<file path="config.mk">
export PLATFORM = sky130hd
export DESIGN_NAME = shift_add_mult_4bit
export DESIGN_NICKNAME = d
export VERILOG_FILES = /design/src/rtl/shift_add_mult_4bit.sv
export SDC_FILE = /design/constraint.sdc
export NUM_CORES = 1
export LEC_CHECK = 0
export ABC_CLOCK_PERIOD_IN_PS = 1400
export BUFFER_PORTS_ARGS = -buffer_cell sky130_fd_sc_hd__buf_2
export CORE_MARGIN = 3
export CORE_UTILIZATION = 49
export DETAILED_ROUTE_END_ITERATION = 6
export GPL_TIMING_DRIVEN = 0
export PLACE_DENSITY_LB_ADDON = 0.25
export RECOVER_POWER = 25
export SYNTH_ARGS = -nofsm -noshare
export SYNTH_HDL_FRONTEND = slang
export SYNTH_SLANG_ARGS = --single-unit
</file>
<file path="constraint.sdc">
create_clock -name clk -period 1.4 [get_ports clk]
set_input_delay 0.42 -clock clk [delete_from_list [all_inputs] [get_ports clk]]
set_output_delay 0.42 -clock clk [all_outputs]
set_load 0.005 [all_outputs]
</file>
<file path="src/rtl/shift_add_mult_4bit.sv">
// shift_add_mult_4bit: sequential unsigned shift-and-add multiplier with start/busy/done handshake
module shift_add_mult_4bit #(
    parameter int WIDTH = 4
) (
    input  logic                 clk,
    input  logic                 rst_n,
    input  logic                 start,
    input  logic [WIDTH-1:0]     a_in,
    input  logic [WIDTH-1:0]     b_in,
    output logic                 busy,
    output logic                 done,
    output logic [2*WIDTH-1:0]   product
);
    localparam int CW = $clog2(WIDTH) + 1;
    typedef enum logic [1:0] {IDLE, CALC, DONE} state_t;
    state_t state;
    logic [WIDTH-1:0] m, acc, q;
    logic [CW-1:0] cnt;
    logic [WIDTH:0] sum, acc_nxt;
    assign sum = {1'b0, acc} + {1'b0, m};
    // {C,ACC}: carry lives in the top bit and is shifted straight into ACC
    assign acc_nxt = q[0] ? sum : {1'b0, acc};
    always_ff @(posedge clk or negedge rst_n) begin
        if (!rst_n) begin
            state   <= IDLE;
            m       <= '0;
            acc     <= '0;
            q       <= '0;
            cnt     <= '0;
            busy    <= 1'b0;
            done    <= 1'b0;
            product <= '0;
        end else begin
            done <= 1'b0;
            case (state)
                IDLE: if (start) begin
                    m     <= a_in;
                    q     <= b_in;
                    acc   <= '0;
                    cnt   <= '0;
                    busy  <= 1'b1;
                    state <= CALC;
                end
                CALC: begin
                    acc <= acc_nxt[WIDTH:1];
                    q   <= {acc_nxt[0], q[WIDTH-1:1]};
                    cnt <= cnt + CW'(1);
                    if (cnt == CW'(WIDTH - 1)) begin
                        busy  <= 1'b0;
                        state <= DONE;
                    end
                end
                DONE: begin
                    product <= {acc, q};
                    done    <= 1'b1;
                    state   <= IDLE;
                end
                default: state <= IDLE;
            endcase
        end
    end
endmodule

</file>
==> flow_summary.ini, run 1 <==
[status]
outcome = finished with violations
violations = setup timing

[final_layout]
drive_gt1_share_pct = 38.62
finalNonFillerCells = 175
final_area_sq_um = 1539
final_util_pct = 60.47
syn2layout_area_growth_pct = 14.21
diodes = 0
fin_nets = 164
fill_cells = 213

[die]
fp.dieH_microns = 58.44
fp.dieArea_sq_um = 3415
die_w_microns = 58.44
coreArea_sq_um = 2545
rows = 18
ios = 21
start_util_pct = 52.95

[grt]
overflow = 0
grt_max_degree = 28
grt_pass1_vias = 975
grt_use_total_pct = 16.68
grt_pass1_wl_microns = 4264
antenna_found_initial = 0

[detailed_routing]
met3_length_microns = 70
drc = 0
drtAntennaViolNets = 0
drt-vias-per-instance = 5.326
highest_layer = met4
vias = 932
drt_iter0_markers = 16
drt-total-wl_microns = 2494
dr.pass1.iters = 4
wl_per_cell_microns = 14.25
wl_met1_microns = 1070
met2_length_microns = 1307

[sta]
finalHoldViolCount = 0
period_share_pct = 104.4
grt_setup_unrepaired = yes
setup_viol = 3
whs_ns = 0.08952
tightest_slew_ns = 0.6716
fmax_ghz = 0.6844
fin_worst_skew_ns = 0.005903
final_max_slew_viol_count = 0
timing.final.ws_setup_ns = -0.06114
min_period_ns = 1.461
slew_headroom_pct = 55.23

[synth]
ys_ff_latch = 27
netlist_area_sq_um = 1348
ys.flop_type = dfrtp_1
synth_top_cell_area_share_pct = 50.14
synth_nets = 138
yosys_warnings = 0
synthArstFlopShare_pct = 100.0
post-synth-top-count-cell = dfrtp_1
synth_area_leaders = dfrtp_1, mux2_4, ha_1, nand2_1, a31oi_2
synth_edf_count = 0
synth_cell_types = 29
avgSynthCellArea_sq_um = 11.23
ys_seq_area_share_pct = 50.14
netlist_instances = 120
synth_commonest_cells = dfrtp_1, nand2_1, o21ai_1, mux2_4
synth_top_cell_by_area = dfrtp_1

[clocking]
h-tree-depth = 1
cts.sinks = 27
cts_tree = built
holdBufCountCts = 0
numCtsBuffers = 3
cts-root-buf = clkbuf_4
cts_buffer_depth = 2
clkLatencyLatePin_ns = 0.33
path_clk_slew_ns = 0.15

[setup_path]
required_ns = 1.66
cp_max_fo = 2
cp-start-kind = register
endpoint_kind = register
path_class = reg2reg
cp.arrival_ns = 1.73

[power_and_ir_drop]
powerDensity_nw_per_um2 = 2296
p_leak_uw = 0.0007760
vdd.ir_drop.worst_uv = 1291

[placement]
dp_hpwl_microns = 1790
dp.cells = 170
gp_congestion = 0.7376
portBuffers = 20
post_dp_cell_area_sq_um = 1485

[hold_path]
min_path_type = in2async

[run]
maxCapViolCount = 0
-- path summary, 6_finish.rpt --
check,slack (ns),start,end,cells after the start
hold / removal,0.09,rst_n,done,1
setup / recovery,-0.06,acc[0],acc[3],7
setup reg to reg,-0.06,acc[0],acc[3],7
min in group clk,0.27,a_in[0],m[0],3
max in group asynchronous,0.88,rst_n,m[3],1
hold reg to reg,0.50,cnt[0],cnt[0],1
-- worst max-delay path: stages, from the launching register on --
cell	delay, ns
dfrtp_1	0.39
ha_2	0.19
inv_2	0.04
fa_2	0.34
nor2b_1	0.13
o21a_1	0.13
o21ai_2	0.05
o21ai_1	0.12
-- area by class of cell --
| type | instances | area (sq um) | area share [%] |
|---|---|---|---|
| inverters | 6 | 22.52 | 1.463 |
| plain buffers | 6 | 57.56 | 3.740 |
| clock inverters | 1 | 5.005 | 0.3252 |
| multi-input cells | 81 | 610.6 | 39.67 |
| repair buffers | 21 | 107.6 | 6.992 |
| well taps | 30 | 37.54 | 2.439 |
| clock buffers | 3 | 22.52 | 1.463 |
| flip-flops and latches | 27 | 675.6 | 43.90 |
-- report_power, final --
part	internal [uW]	switching, uW
sequential	1140	232
combinational	923	889
clock	107	240
-- kinds of logic (layout without fill, tap and decap cells) --
logic type,after synthesis,count (layout),share of synthesized area [%]
DFF,27,27,50.14
buffers and inverters,12,37,5.942
AOI/OAI and AO/OA,21,21,11.24
and+or+nand+nor,44,44,16.43
xor gates and xnor gates,1,1,0.6501
muxes,8,8,8.542
adders and majority gates,7,7,7.057
-- metrics by stage --
step / setup slack (ns) / total power [uW] / TNS [ns]
final: -0.06114 / 3533 / -0.09456
after global routing: -0.1778 / 3855 / -0.4235
after floorplan: 0.01233 / 2667 / 0
after CTS: -0.06619 / 3519 / -0.1116
after global placement: -0.1033 / 3039 / -0.1672
after detailed placement: -0.1626 / 3126 / -0.3456
-- timing repair --
action / 4_1_cts / 5_1_grt
pin swaps: 4 / 4
resized for setup: 2 / 5
setup endpoints to repair: 4 / 4
buffers inserted: 1 / 0
-- metal layers --
| layer | global-route usage [%] | vias to the layer above |
|---|---|---|
| met2 | 28.55 | 15 |
| li1 | - | 456 |
| met3 | 2.632 | 7 |
| met1 | 20.60 | 454 |
| met5 | 0 | - |
| met4 | 7.616 | 0 |
-- sequential cells by signal (all words and copies together), names as in the netlist --
register / count
m: 4
busy: 1
cnt: 3
done: 1
acc: 4
state: 2
product: 8
q: 4
-- cell usage in the layout (no fill, tap or decap), drive strengths merged --
cell,n
mux2i,1
nand2,24
nand2b,2
nand4,1
buf,26
dfrtp,27
inv,6
o21a,1
a31oi,4
nor2,5
nand3,5
mux2,7
ha,6
and2b,1
clkinv,1
nand3b,2
a211oi,1
nor3b,1
and2,1
nor2b,2
a21oi,1
fa,1
clkbuf,4
a21o,1
a2bb2oi,1
xnor2,1
o21ai,12
Power figures use the tool's default switching activity.
==> run 2, diff against run 1 <==
--- a/config.mk
+++ b/config.mk
@@ -10,9 +10,9 @@
 export CORE_MARGIN = 3
 export CORE_UTILIZATION = 49
 export DETAILED_ROUTE_END_ITERATION = 6
-export GPL_TIMING_DRIVEN = 0
 export PLACE_DENSITY_LB_ADDON = 0.25
 export RECOVER_POWER = 25
+export SLEW_MARGIN = 40
 export SYNTH_ARGS = -nofsm -noshare
 export SYNTH_HDL_FRONTEND = slang
 export SYNTH_SLANG_ARGS = --single-unit
==> run 2 against run 1 <==
  * The run still ends with setup timing left
  * Worst setup slack worse by 0.014 ns
  * Hold slack gained 0.17 ns
  * Die area stayed put
  * Clock power shrank 2%
  * Largest power group unchanged
==> flow_summary.ini, run 2 (synthesis gave the netlist of run 1 again) <==
[status]
outcome = finished with violations
violations = setup timing

[setup_path]
path_class = reg2reg
r2r_cells = 6
cp-start-kind = register
r2r-end = acc[0]
endpoint_kind = register
cp.arrival_ns = 1.70
required_ns = 1.63
worst-r2r-setup-slack_ns = -0.08
r2r_start = m[0]
cp_max_fo = 2

[die]
start_util_pct = 52.95
coreArea_sq_um = 2545
ios = 21
rows = 18
die_w_microns = 58.44
fp.dieArea_sq_um = 3415
fp.dieH_microns = 58.44

[final_layout]
fin_nets = 170
final_area_sq_um = 1573
drive_gt1_share_pct = 39.74
syn2layout_area_growth_pct = 16.71
regMostFlops = product
layout_common_cells = dfrtp_1, nand2_1, buf_2, buf_4, o21ai_1
diodes = 0
largest_reg_flops = 8
layout_commonest_cell = dfrtp_1

[clocking]
numCtsBuffers = 3
h-tree-depth = 1
cts.sinks = 27
cts_buffer_depth = 2
path_clk_slew_ns = 0.15
cts-root-buf = clkbuf_4
clkLatencyLatePin_ns = 0.33
cts_tree = built

[run]
maxCapViolCount = 0

[hold_path]
min_from = a_in[3]
min_to = m[3]
whs_path_depth = 3
min_path_type = in2reg

[placement]
dp_hpwl_microns = 1787
post_dp_cell_area_sq_um = 1523
gp_congestion = 0.7905
preCtsSetupSlack_ns = -0.09949
portBuffers = 20

[sta]
fmax_ghz = 0.6778
min_period_ns = 1.475
timing.final.ws_setup_ns = -0.07525
setup_viol = 3
finalHoldViolCount = 0
tightest_slew_ns = 0.7371
final_max_slew_viol_count = 0
whs_ns = 0.2630
period_share_pct = 105.4
grt_setup_unrepaired = yes
fin_worst_skew_ns = 0.01078
slew_headroom_pct = 50.86
fin_tns_setup_ns = -0.1385

[power_and_ir_drop]
pwr-share-seq_pct = 40.0
powerDensity_nw_per_um2 = 2235
intPower_uw = 2191
p_total_uw = 3515
vdd.ir_drop.worst_uv = 1354
p_leak_uw = 0.0007985
swShare_pct = 37.68
clockPowerShare_pct = 9.7
p_comb_share_pct = 50.3
p_sw_uw = 1324

[grt]
grt_max_degree = 16
grt_pass1_vias = 962
overflow = 0
grt_pass1_wl_microns = 4209
grt_use_total_pct = 16.33
antenna_found_initial = 0

[detailed_routing]
drc = 0
wl_per_cell_microns = 13.07
drt-vias-per-instance = 5.182
vias = 938
dr.pass1.iters = 2
drt-total-wl_microns = 2365
drt_iter0_markers = 17
drtAntennaViolNets = 0
run 2: cell count changes in the layout (fill, tap and decap cells not counted):
cell / delta
buf_2: -1
clkbuf_1: +1
clkbuf_2: -1
dlygate4sd3_1: +1
buf_4: +10
buf_6: -4
run 2: layer usage:
metal,vias to the layer above,track usage (%),part of all wire (%)
met5,-,0,0
met4,0,4.305,0.80
met3,4,5.263,4.0
met2,13,28.23,52
met1,457,19.52,43
li1,464,-,-
run 2: timing repair:
action                                 4_1_cts  5_1_grt
pin swaps                                    3        5
setup endpoints to repair                    4        4
gates resized for setup                      5        2
endpoints found under the hold margin       12        0
hold buffers                                 1        0
setup buffers                                0        1
run 2: layout make-up:
cell class | count | area, sq um
tap | 30 | 37.54
clock buffer | 3 | 22.52
timing repair buffer | 33 | 198.9
inverter | 6 | 22.52
sequential | 27 | 675.6
fill | 219 | 972.2
multi-input combinational | 81 | 610.6
clock inverter | 1 | 5.005
run 2: metrics by stage:
step | util (%) | std cells
after floorplan | - | 120
after global placement | 59.83 | 175
after detailed placement | 59.83 | 175
after CTS | 61.65 | 180
after global routing | 61.80 | 181
final | 61.80 | 181
run 2: worst max-delay path by stage:
stage / to / from
after floorplan: acc[3] / acc[0]
after global placement: acc[3] / m[0]
after detailed placement: acc[3] / m[0]
after CTS: acc[0] / m[0]
after global routing: acc[3] / acc[0]
final: acc[0] / m[0]
run 2: worst max-delay path, stage by stage (launching register included):
cell     delay [ns]
dfrtp_1        0.40
ha_2           0.21
inv_2          0.04
fa_2           0.51
nand2_1        0.05
o21ai_1        0.10
o21ai_1        0.08
run 2: power by group through the flow:
stage               registers, uW  clock network (uW)  logic, uW
floorplan                    1370                   0       1300
global placement             1410                   0       1660
detailed placement           1420                   0       1710
CTS                          1410                 356       1760
global route                 1460                 387       2000
finish                       1410                 341       1770
==> run 3, diff against run 2 <==
--- a/config.mk
+++ b/config.mk
@@ -7,6 +7,7 @@
 export LEC_CHECK = 0
 export ABC_CLOCK_PERIOD_IN_PS = 1400
 export BUFFER_PORTS_ARGS = -buffer_cell sky130_fd_sc_hd__buf_2
+export CORE_ASPECT_RATIO = 0.9
 export CORE_MARGIN = 3
 export CORE_UTILIZATION = 49
 export DETAILED_ROUTE_END_ITERATION = 6
==> run 3 against run 2 <==
  * The run still ends with setup timing left
  * Sequential power is essentially flat
  * Sequential share of layout area grew 0.91 points
  * Critical path depth grew 1
  * Die area is essentially flat
  * Via count shrank 1.2%
  * Largest power group unchanged
  * Core utilization shrank 0.95 points
  * Fmax shrank 0.31%
  * Clock power shrank 1%
  * Non-clock buffer count shrank 3
  * Global-route usage grew 0.29 points
==> flow_summary.ini, run 3 (synthesis gave the netlist of run 1 again) <==
[sta]
tightest_slew_ns = 0.6720
timing.final.ws_setup_ns = -0.07991
fin_worst_skew_ns = 0.008394
finalHoldViolCount = 0
slew_headroom_pct = 55.20
min_period_ns = 1.480
setup_viol = 3
grt_setup_unrepaired = yes
period_share_pct = 105.7
fmax_ghz = 0.6757
final_max_slew_viol_count = 0

[die]
ios = 21
start_util_pct = 53.24
die_w_microns = 61.28
coreArea_sq_um = 2531
fp.dieArea_sq_um = 3416
rows = 17
fp.dieH_microns = 55.75

[detailed_routing]
vias = 927
drt_iter0_markers = 36
met2_length_microns = 1242
drc = 0
highest_layer = met4
wl_per_cell_microns = 13.69
drtAntennaViolNets = 0
wl_met1_microns = 1034
drt-vias-per-instance = 5.267
met3_length_microns = 90
drt-total-wl_microns = 2410
dr.pass1.iters = 4

[grt]
grt_use_total_pct = 16.63
grt_pass1_vias = 991
grt_max_degree = 28
antenna_found_initial = 0
overflow = 0
grt_pass1_wl_microns = 4298

[clocking]
cts-root-buf = clkbuf_4
clkLatencyLatePin_ns = 0.33
cts.sinks = 27
numCtsBuffers = 3
path_clk_slew_ns = 0.14
h-tree-depth = 1
cts_buffer_depth = 2
cts_tree = built
postCtsSetupRepairBufs = 0

[status]
outcome = finished with violations
violations = setup timing

[power_and_ir_drop]
p_leak_uw = 0.0007855
swShare_pct = 38.04
p_sw_uw = 1325
vdd.ir_drop.worst_uv = 1018
p_comb_share_pct = 49.9
powerDensity_nw_per_um2 = 2261
pwr-share-seq_pct = 40.5
intPower_uw = 2157
clockPowerShare_pct = 9.7

[final_layout]
final_area_sq_um = 1540
fin_nets = 167
layout_common_cells = dfrtp_1, buf_2, nand2_1, o21ai_1, buf_4
regMostFlops = product
layout_commonest_cell = dfrtp_1
diodes = 0
largest_reg_flops = 8
drive_gt1_share_pct = 39.19
syn2layout_area_growth_pct = 14.30

[setup_path]
cp_max_fo = 2
endpoint_kind = register
required_ns = 1.66
path_class = reg2reg
cp.arrival_ns = 1.74
cp-start-kind = register

[run]
maxCapViolCount = 0

[placement]
portBuffers = 20
preCtsSetupSlack_ns = -0.1109
gp_congestion = 0.7382
post_dp_cell_area_sq_um = 1500
dp_hpwl_microns = 1830

[hold_path]
min_path_type = in2async
## run 3: changes by cell type in the layout (fill, tap and decap cells not counted), sizes merged
cell         before  now
buf              31   29
dlygate4sd3       1    0
## run 3: cell type report
cell class,count,area [sq um]
multi-input cells,81,606.8
well taps,28,35.03
clock buffers,3,22.52
repair buffers,30,172.7
flip-flops and latches,27,675.6
clock inverters,1,5.005
fillers,233,991.0
inverters,6,22.52
## run 3: power by group through the flow
stage,clock [uW],combinational (uW),sequential [uW]
floorplan,0,1300,1370
global placement,0,1650,1400
detailed placement,0,1710,1430
CTS,350,1780,1410
global route,391,1970,1470
finish,337,1740,1410
## run 3: through the flow
| stage | setup TNS (ns) | total power [uW] | hold slack, ns | cells | util (%) |
|---|---|---|---|---|---|
| 2_1_floorplan | 0 | 2667 | 0.1244 | 120 | - |
| 3_3_place_gp | -0.03034 | 3051 | 0.4308 | 172 | 59.27 |
| 3_5_place_dp | -0.3073 | 3144 | 0.4337 | 172 | 59.27 |
| 4_1_cts | -0.2436 | 3538 | 0.05304 | 176 | 60.95 |
| 5_1_grt | -0.5501 | 3827 | 0.1986 | 176 | 60.85 |
| 6_report | -0.1897 | 3482 | 0.1723 | 176 | 60.85 |
## run 3: path summary, 6_finish.rpt
check	startpoint	end	slack [ns]	depth (start not counted)
worst min register to register	cnt[0]	cnt[0]	0.49	1
worst max-delay path	acc[0]	acc[3]	-0.08	7
worst max register to register	acc[0]	acc[3]	-0.08	7
worst min-delay path	rst_n	done	0.17	2
max in group asynchronous	rst_n	m[3]	0.79	2
min in group clk	a_in[2]	m[2]	0.27	3
## run 3: critical path, stage by stage, from the launching register on
cell and delay [ns]:
dfrtp_1 0.39, ha_2 0.20, inv_2 0.04, fa_2 0.34
nor2b_1 0.13, o21a_1 0.12, o21ai_1 0.05, o21ai_1 0.13
## run 3: per-layer routing
metal	up-vias	GRT usage [%]
met2	18	28.55
met1	443	19.56
li1	461	-
met3	5	4.176
met5	-	0
met4	0	5.573
## run 3: timing repair
action / in CTS / in global routing
hold buffers: 0 / 0
gates resized for setup: 5 / 0
setup endpoints to repair: 4 / 4
pin swaps: 6 / 3
